$ cat config.mk
export PLATFORM = sky130hd
export DESIGN_NAME = frequency_analysis_sequencer
export DESIGN_NICKNAME = d
export VERILOG_FILES = /design/src/rtl/frequency_analysis_sequencer.sv
export SDC_FILE = /design/constraint.sdc
export NUM_CORES = 1
export LEC_CHECK = 0
export CAP_MARGIN = 20
export CORE_MARGIN = 3
export CORE_UTILIZATION = 45
export DETAILED_ROUTE_END_ITERATION = 7
export MAX_ROUTING_LAYER = met4
export PLACE_DENSITY = 0.79
export SLEW_MARGIN = 20
export SYNTH_ARGS = -nofsm -noshare
export SYNTH_HDL_FRONTEND = slang
export SYNTH_SLANG_ARGS = --single-unit
$ cat constraint.sdc
create_clock -name clock -period 2.45 [get_ports clock]
set_clock_uncertainty 0.1 [all_clocks]
set_input_delay 0.3675 -clock clock [delete_from_list [all_inputs] [get_ports clock]]
set_output_delay 0.3675 -clock clock [all_outputs]
set_load 0.005 [all_outputs]
$ cat src/rtl/frequency_analysis_sequencer.sv
`default_nettype none
// +----------------------------------------------------------------------+
// | Module      : frequency_analysis_sequencer                           |
// | Description : Sequences analyzer clear, timed measurement window and |
// |               register dump of the analyzer results, with abort and  |
// |               continuous re-arm. All outputs are registered.         |
// | Revision    : 1.0 - initial release                                  |
// +----------------------------------------------------------------------+
module frequency_analysis_sequencer #(
  parameter int RESULTS_NUMBER = 6,
  parameter int CLEAR_CYCLES   = 4,
  parameter int REGISTER_BASE  = 1
) (
  input  logic        clock,
  input  logic        reset,
  input  logic        start,
  input  logic        abort,
  input  logic        continuous,
  input  logic [31:0] window_cycles,
  input  logic [31:0] result_data,
  output logic        analyzer_clear,
  output logic        analyzer_enable,
  output logic [2:0]  result_index,
  output logic [1:0]  register_operation,
  output logic [7:0]  register_number,
  output logic [31:0] register_write,
  output logic        busy,
  output logic        irq
);

  localparam logic [2:0]  c_idle       = 3'd0;
  localparam logic [2:0]  c_clear      = 3'd1;
  localparam logic [2:0]  c_measure    = 3'd2;
  localparam logic [2:0]  c_dump       = 3'd3;
  localparam logic [2:0]  c_done       = 3'd4;
  localparam logic [2:0]  c_results    = 3'(RESULTS_NUMBER);
  localparam logic [31:0] c_clear_load = 32'(CLEAR_CYCLES - 1);
  localparam logic [7:0]  c_reg_base   = 8'(REGISTER_BASE);
  localparam logic [1:0]  c_op_write   = 2'd2;

  logic [2:0]  r_state;
  logic [31:0] r_count;
  logic [2:0]  r_index;
  logic [31:0] r_window;

  logic [2:0]  w_state_next;
  logic [31:0] w_count_next;
  logic [2:0]  w_index_next;
  logic [31:0] w_window_next;

  logic        w_clear_next;
  logic        w_enable_next;
  logic [2:0]  w_result_index_next;
  logic        w_write_now;
  logic [1:0]  w_operation_next;
  logic [7:0]  w_number_next;
  logic [31:0] w_write_next;
  logic        w_busy_next;
  logic        w_irq_next;

  // State, phase counter, dump index and latched window registers
  always_ff @(posedge clock) begin
    if (reset) begin
      r_state  <= c_idle;
      r_count  <= '0;
      r_index  <= '0;
      r_window <= '0;
    end else begin
      r_state  <= w_state_next;
      r_count  <= w_count_next;
      r_index  <= w_index_next;
      r_window <= w_window_next;
    end
  end

  // Next-state logic; r_count holds the remaining clocks of the current phase minus one
  always_comb begin
    w_state_next  = r_state;
    w_count_next  = r_count;
    w_index_next  = r_index;
    w_window_next = r_window;
    case (r_state)
      c_idle: begin
        if (!abort && start && (window_cycles != 32'd0)) begin
          w_window_next = window_cycles;
          w_state_next  = c_clear;
          w_count_next  = c_clear_load;
        end
      end
      c_clear: begin
        if (abort) begin
          w_state_next = c_idle;
          w_count_next = '0;
        end else if (r_count == 32'd0) begin
          w_state_next = c_measure;
          w_count_next = r_window - 32'd1;
        end else begin
          w_count_next = r_count - 32'd1;
        end
      end
      c_measure: begin
        if (abort) begin
          w_state_next = c_idle;
          w_count_next = '0;
        end else if (r_count == 32'd0) begin
          w_state_next = c_dump;
          w_index_next = '0;
        end else begin
          w_count_next = r_count - 32'd1;
        end
      end
      c_dump: begin
        // Index runs one past the last result so the final write can drain
        if (r_index == c_results) begin
          w_state_next = c_done;
          w_index_next = '0;
        end else begin
          w_index_next = r_index + 3'd1;
        end
      end
      c_done: begin
        if (continuous) begin
          w_state_next = c_clear;
          w_count_next = c_clear_load;
        end else begin
          w_state_next = c_idle;
        end
      end
      default: begin
        w_state_next = c_idle;
        w_count_next = '0;
        w_index_next = '0;
      end
    endcase
  end

  // Output decode from the upcoming state; writes capture the word selected this clock
  always_comb begin
    w_clear_next        = (w_state_next == c_clear);
    w_enable_next       = (w_state_next == c_measure);
    w_result_index_next = ((w_state_next == c_dump) && (w_index_next != c_results)) ? w_index_next : 3'd0;
    w_busy_next         = (w_state_next != c_idle);
    w_irq_next          = (w_state_next == c_done);
    w_write_now         = (r_state == c_dump) && (r_index != c_results);
    w_operation_next    = w_write_now ? c_op_write : 2'd0;
    w_number_next       = w_write_now ? (c_reg_base + {5'd0, r_index}) : 8'd0;
    w_write_next        = w_write_now ? result_data : 32'd0;
  end

  // Output registers
  always_ff @(posedge clock) begin
    if (reset) begin
      analyzer_clear     <= 1'b0;
      analyzer_enable    <= 1'b0;
      result_index       <= '0;
      register_operation <= '0;
      register_number    <= '0;
      register_write     <= '0;
      busy               <= 1'b0;
      irq                <= 1'b0;
    end else begin
      analyzer_clear     <= w_clear_next;
      analyzer_enable    <= w_enable_next;
      result_index       <= w_result_index_next;
      register_operation <= w_operation_next;
      register_number    <= w_number_next;
      register_write     <= w_write_next;
      busy               <= w_busy_next;
      irq                <= w_irq_next;
    end
  end

endmodule
`default_nettype wire

==> results of run 1 <==
[layout by cell type, fill, tap and decap left out, types with 5 or more instances in the layout]
master           Yosys  final
a21oi_1             31     30
a22oi_1             10     10
a32oi_1              5      5
and2_1              34     34
buf_4                5     91
clkbuf_16            0     17
clkdlybuf4s50_1      0    112
conb_1               1      5
dfxtp_1            114    113
inv_1               12     11
inv_8                0      6
mux2i_1             34     34
nand2_1             37     37
nand2b_1             8      8
nand3_1              6      6
nand4_1              5      5
nor2_1              86     86
nor3_1              25     22
nor4_1              24     21
nor4_4               3      5
o21ai_0             40     31
o21ai_1             12     21
xnor2_1             13     12
xor2_1              20     20
[tightest hold or removal path: cells and delay by family, from the launching register on]
| family | cells | cell delay [ns] |
|---|---|---|
| DFF | 1 | 0.31 |
| AOI/OAI and AO/OA | 2 | 0.12 |
[metal layers]
| layer | global-route usage [%] | vias to the layer above | wire length (um) |
|---|---|---|---|
| li1 | - | 2609 | - |
| met1 | 28.18 | 2567 | 6428 |
| met2 | 41.61 | 244 | 8351 |
| met3 | 5.907 | 45 | 982 |
| met4 | 10.60 | 0 | 452 |
| met5 | - | - | 0 |
[state kept, by name, summed over array words and instances (netlist names), 3 cells and up]
name / flops
result_index: 3
r_window: 32
register_number: 4
r_state: 3
register_write: 32
r_index: 3
r_count: 32
[through the flow]
stage,area [sq um],std cells,utilization [%]
6_report,8008,975,68.66
5_1_grt,8008,975,68.66
4_1_cts,7870,967,67.48
3_5_place_dp,7263,933,62.28
3_3_place_gp,7263,933,62.28
2_1_floorplan,5483,629,-
[cells by family (layout without fill, tap and decap cells)]
| family | Yosys count | in the layout | synth area share (%) |
|---|---|---|---|
| muxes | 34 | 34 | 6.224 |
| xor gates and xnor gates | 33 | 33 | 5.286 |
| adders and majority gates | 5 | 5 | 1.144 |
| buffers and inverters | 47 | 250 | 4.027 |
| DFF | 114 | 114 | 41.74 |
| AOI/OAI and AO/OA | 129 | 129 | 15.22 |
| and+or+nand+nor | 262 | 262 | 26.29 |
| other | 1 | 5 | 0.06858 |
[timing repair]
action,CTS,global route
resized for setup,4,25
setup endpoints to repair,23,64
setup buffers,2,8
pin swaps,1,9
cloned,0,0
[report_power, final]
part           switching (mW)  internal, mW
registers              0.0567          1.90
logic                   0.631         0.574
clock network            1.01          1.34
[worst min-delay path by stage]
stage                     from  cells past startpoint                  to  slack [ns]
3_5_place_dp       r_count[31]                      2         r_count[31]        0.36
6_report           r_count[31]                      2         r_count[31]        0.37
4_1_cts            r_count[31]                      2         r_count[31]        0.37
5_1_grt        result_data[25]                      2  register_write[25]        0.40
3_3_place_gp       r_count[31]                      2         r_count[31]        0.36
2_1_floorplan      r_count[31]                      2         r_count[31]        0.34
[final cells by class]
class | count | area, sq um | share of cell area (%)
multi-input combinational | 468 | 3077 | 38.42
sequential | 114 | 2283 | 28.52
timing repair buffer | 206 | 1856 | 23.17
clock buffer | 17 | 425.4 | 5.313
tap | 143 | 178.9 | 2.234
clock inverter | 15 | 142.6 | 1.781
inverter | 12 | 45.04 | 0.5625
==> flow_metrics.tcl, run 1 <==
set metrics [dict create \
    p_per_area_nw_per_um2 689.5 \
    max_stage_delay_ns 0.55 \
    syn-instance-count 625 \
    die_width_um 116.2 \
    cpMostUsedCell "or3_4" \
    antennaDiodeCount 0 \
    start_util_pct 46.88 \
    crit_buf_inv 0 \
    antenna_found_initial 0 \
    synth-seq-cells 114 \
    required_ns 2.66 \
    crit_type "reg2reg" \
    vias 5465 \
    coreArea_sq_um 11660 \
    ys_top_cells_by_count "114 x dfxtp_1, 86 x nor2_1, 40 x o21ai_0" \
    path_cells "or4_4, or3_4, or3_4, nor4_4, xnor2_2, o32a_1, o21ai_1" \
    crit_family "simple AND/OR/NAND/NOR gates" \
    post_drt_via_cell_ratio 5.605 \
    ys.flop_type "dfxtp_1" \
    hpwl_mm 11.47 \
    die_area_sq_um 13510 \
    worstMarginPinSlew_ns 0.4896 \
    cp.arrival_ns 2.62 \
    synth_area_sq_um 5468 \
    synth_top_area_share_pct 41.74 \
    numPortBuffers 112 \
    synth-edff-count 0 \
    cts_buffer_depth 2 \
    reg2reg_from "r_window[21]" \
    worstPathMaxFanout 3 \
    cts_root_buf "clkbuf_16" \
    globalRouteOverflowTotal 0 \
    worstReg2RegEnd "r_count[31]" \
    io_pins 118 \
    grt_pass1_wl_mm 25.83 \
    synthArstFlopShare_pct 0 \
    grt_usage_pct 24.77 \
    syn_to_final_growth_pct 46.45 \
    rrSetupSlack_ns 0.04 \
    cts_tree "yes" \
    ctsHoldBuffers 0 \
    synthDistinctLibCells 69 \
    yosysMostFrequentCell "dfxtp_1" \
    finalMaxSlewViolations 0 \
    row_count 39 \
    period_share_pct 98.45 \
    grt_pass1_vias 5440 \
    fill_cells 820 \
    cp_slowest_cell "or4_4" \
    syn_avg_cell_area_sq_um 8.748 \
    nets 893 \
    relSlewSlack_pct 67.06 \
    status "finished, final reports clean" \
    clk_latency_ns 0.42 \
    drt-pass1-iter-count 5 \
    fin_tns_setup_ns 0 \
    end_kind "register" \
    ant_nets 0 \
    place_worst_setup_slack_ns -0.4921 \
    grt_setup_unrepaired "yes" \
    cp-endpoint "r_count[31]" \
    cts-htree-levels 4 \
    setup_ws_ns 0.03796 \
    max_freq_mhz 414.6 \
    first_iter_violations 431 \
    synth.top_cells.by_area "dfxtp_1 42%, mux2i_1 6.2%, nor2_1 5.9%, and2_1 3.9%, o21ai_0 3.7%" \
    ff2ff_path_depth 7 \
    grt_max_degree 35 \
    power_mw 5.522 \
    yosys_warnings 0 \
    yosysSeqAreaShare_pct 41.74 \
    numCtsBuffers 17 \
    wl_per_cell_um 16.63 \
    min_path_type "reg2reg" \
    startpoint_type "register" \
    die-height_um 116.2 \
    synth_largest_area_cell "dfxtp_1" \
    hold_violations 0 \
    post-route-min-period_ns 2.412 \
    ir_drop_uv 504.3 \
    place.gp.congestion 0.9258 \
    cts_sinks 114 \
    clkTransAtPathRegs_ns 0.06 \
    finalSetupViolations 0 \
    startpoint "r_window[21]" \
    p_leak_nw 3.399 \
    crit_cells 7 \
    drc 0 \
    wl_mm 16.21 \
    cap_violations 0 \
    drive_above_1_share_pct 20.19 \
    holdWs_ns 0.3708 \
]
Power figures use the tool's default switching activity.
==> run 2: changes to the inputs <==
CAP_MARGIN = 5   (was 20)
==> results of run 2 <==
Same layout as run 1: the final DEF is identical, and so are final timing and power.
==> run 3: changes to the inputs <==
clock period = 2 ns   (was 2.45 ns; I/O delays follow)
==> run 3 against run 2 <==
  * Fmax decreased by 0.92%
  * Clock power increased by 39%
  * Power increased by 40%
  * The flow now finishes with violations (negative setup slack)
  * Sequential share of layout area is 4.0 points lower
  * Wire length rose by 37%
  * Register-to-register slack worse by 0.47 ns
  * Non-clock buffer count up 78
  * Combinational power increased by 70%
  * First-iteration DRC count is 36% higher
  * Via count grew 15%
  * Hold slack lost 0.21 ns
  * Setup slack lost 0.47 ns
==> flow_metrics.tcl, run 3 (same netlist as run 1, synthesis figures left out) <==
set metrics [dict create \
    cts_buffer_depth 2 \
    postPlaceCellArea_sq_um 7869 \
    ir_drop_uv 818.6 \
    ctsHoldBuffers 0 \
    die_area_sq_um 13510 \
    grtUsageMet2_pct 50.88 \
    cpMostUsedCell "or3_4" \
    die_width_um 116.2 \
    worstHoldPathCells 4 \
    p_leak_nw 4.154 \
    max_freq_mhz 410.8 \
    end_kind "register" \
    period_share_pct 121.7 \
    fin_tns_setup_ns -11.38 \
    coreArea_sq_um 11660 \
    status "finished, violations left" \
    hold_end "r_window[12]" \
    final_common_cell "buf_4" \
    violations "negative setup slack" \
    cp.arrival_ns 2.64 \
    wl_mm 22.25 \
    grt-busiest-layer "met2" \
    grt_use_met3_pct 7.876 \
    drc 0 \
    place.gp.congestion 1.008 \
    reg2reg_from "r_window[21]" \
    worstPathMaxFanout 3 \
    numPortBuffers 112 \
    io_pins 118 \
    hp-start "window_cycles[12]" \
    first_iter_violations 588 \
    cts_tree "yes" \
    grt_max_degree 35 \
    placed_cells 999 \
    grt_setup_unrepaired "yes" \
    finalMaxSlewViolations 0 \
    grtUsageMet1_pct 36.01 \
    p_per_area_nw_per_um2 826.0 \
    antennaDiodeCount 0 \
    row_count 39 \
    worstReg2RegEnd "r_count[31]" \
    fill_cells 589 \
    cap_violations 0 \
    drt-pass1-iter-count 5 \
    wl_per_cell_um 21.15 \
    cp_slowest_cell "or4_4" \
    ff2ff_path_depth 7 \
    post_drt_via_cell_ratio 5.971 \
    grt_usage_pct 31.40 \
    crit_type "reg2reg" \
    nets 971 \
    post-route-min-period_ns 2.435 \
    final_cell_mix "138 x buf_4, 107 x dfxtp_1, 80 x clkdlybuf4s50_1" \
    ant_nets 0 \
    required_ns 2.20 \
    grt_pass1_wl_mm 31.97 \
    hpwl_mm 12.55 \
    grt_pass1_vias 6248 \
    antenna_found_initial 0 \
    vias 6281 \
    startpoint_type "register" \
    hold_violations 0 \
    clkTransAtPathRegs_ns 0.06 \
    die-height_um 116.2 \
    start_util_pct 46.88 \
    rrSetupSlack_ns -0.43 \
    min_path_type "in2reg" \
    reg.largest.list "r_count (32), r_window (32), register_write (32)" \
    design_area_sq_um 9344 \
    syn_to_final_growth_pct 70.89 \
    cts_sinks 114 \
    drive_above_1_share_pct 35.31 \
    path_cells "or4_4, or3_4, or3_4, nor4_4, xnor2_1, o32a_1, o21ai_1" \
    stdcell_count 1052 \
    max_stage_delay_ns 0.54 \
    cts-htree-levels 4 \
    clk_latency_ns 0.43 \
    globalRouteOverflowTotal 0 \
    numCtsBuffers 17 \
    cts_root_buf "clkbuf_16" \
    setup_ws_ns -0.4345 \
    finalSetupViolations 42 \
]
-- run 3: cell types whose count changed in the layout (fill, tap and decap cells not counted), moves of 20 or more --
cell	delta
dlymetal6s2s_1	+21
buf_4	+47
o21ai_0	-27
o21ai_1	+20
buf_6	+22
clkdlybuf4s50_1	-32
-- run 3: area by class of cell --
class / count / area (sq um) / share of cell area, %
inverters: 12 / 45.04 / 0.4821
well taps: 143 / 178.9 / 1.915
multi-input cells: 468 / 3507 / 37.53
repair buffers: 284 / 2698 / 28.87
flip-flops and latches: 114 / 2291 / 24.52
clock buffers: 19 / 442.9 / 4.740
clock inverters: 12 / 181.4 / 1.942
-- run 3: timing repair --
action,CTS,global route
cloned,6,0
buffers inserted,12,4
pin swaps,33,36
endpoints found under the setup margin,73,72
resized for setup,95,87
-- run 3: worst max path at each step --
stage                           from            to  slack (ns)  cells after the start
floorplan               r_window[21]   r_count[31]       -0.27                      7
global placement    window_cycles[0]  r_window[16]       -0.72                      8
detailed placement  window_cycles[0]  r_window[20]       -0.79                      8
CTS                     r_window[21]   r_count[31]       -0.38                      7
global route            r_window[21]   r_count[30]       -0.48                      7
finish                  r_window[21]   r_count[31]       -0.43                      7
-- run 3: through the flow --
stage               worst slack (ns)  hold slack, ns  total power, mW  utilization [%]
floorplan                    -0.2688          0.3217            3.334                -
global placement             -0.7191          0.3520            3.999            67.47
detailed placement           -0.7904          0.3721            4.033            67.47
CTS                          -0.3779          0.1864            7.479            77.60
global route                 -0.4774          0.1882            7.925            80.12
finish                       -0.4345          0.1591            7.718            80.12
-- run 3: power by group --
part	internal (mW)	total, mW	switching [mW]
logic	0.967	2.04	1.08
clock network	2.11	3.28	1.17
registers	2.33	2.40	0.0629
total	5.41	7.72	2.31
-- run 3: critical path, delay by kind of cell (launching register included) --
kind | cells | cell delay [ns]
compound gates | 2 | 0.26
xor+xnor | 1 | 0.20
flops | 1 | 0.33
simple gates | 4 | 1.42
-- run 3: routing by layer --
metal | part of all wire (%) | vias to the layer above
met5 | 0 | -
met4 | 6.5 | 0
met3 | 7.1 | 139
met2 | 50 | 397
met1 | 37 | 2987
li1 | - | 2758
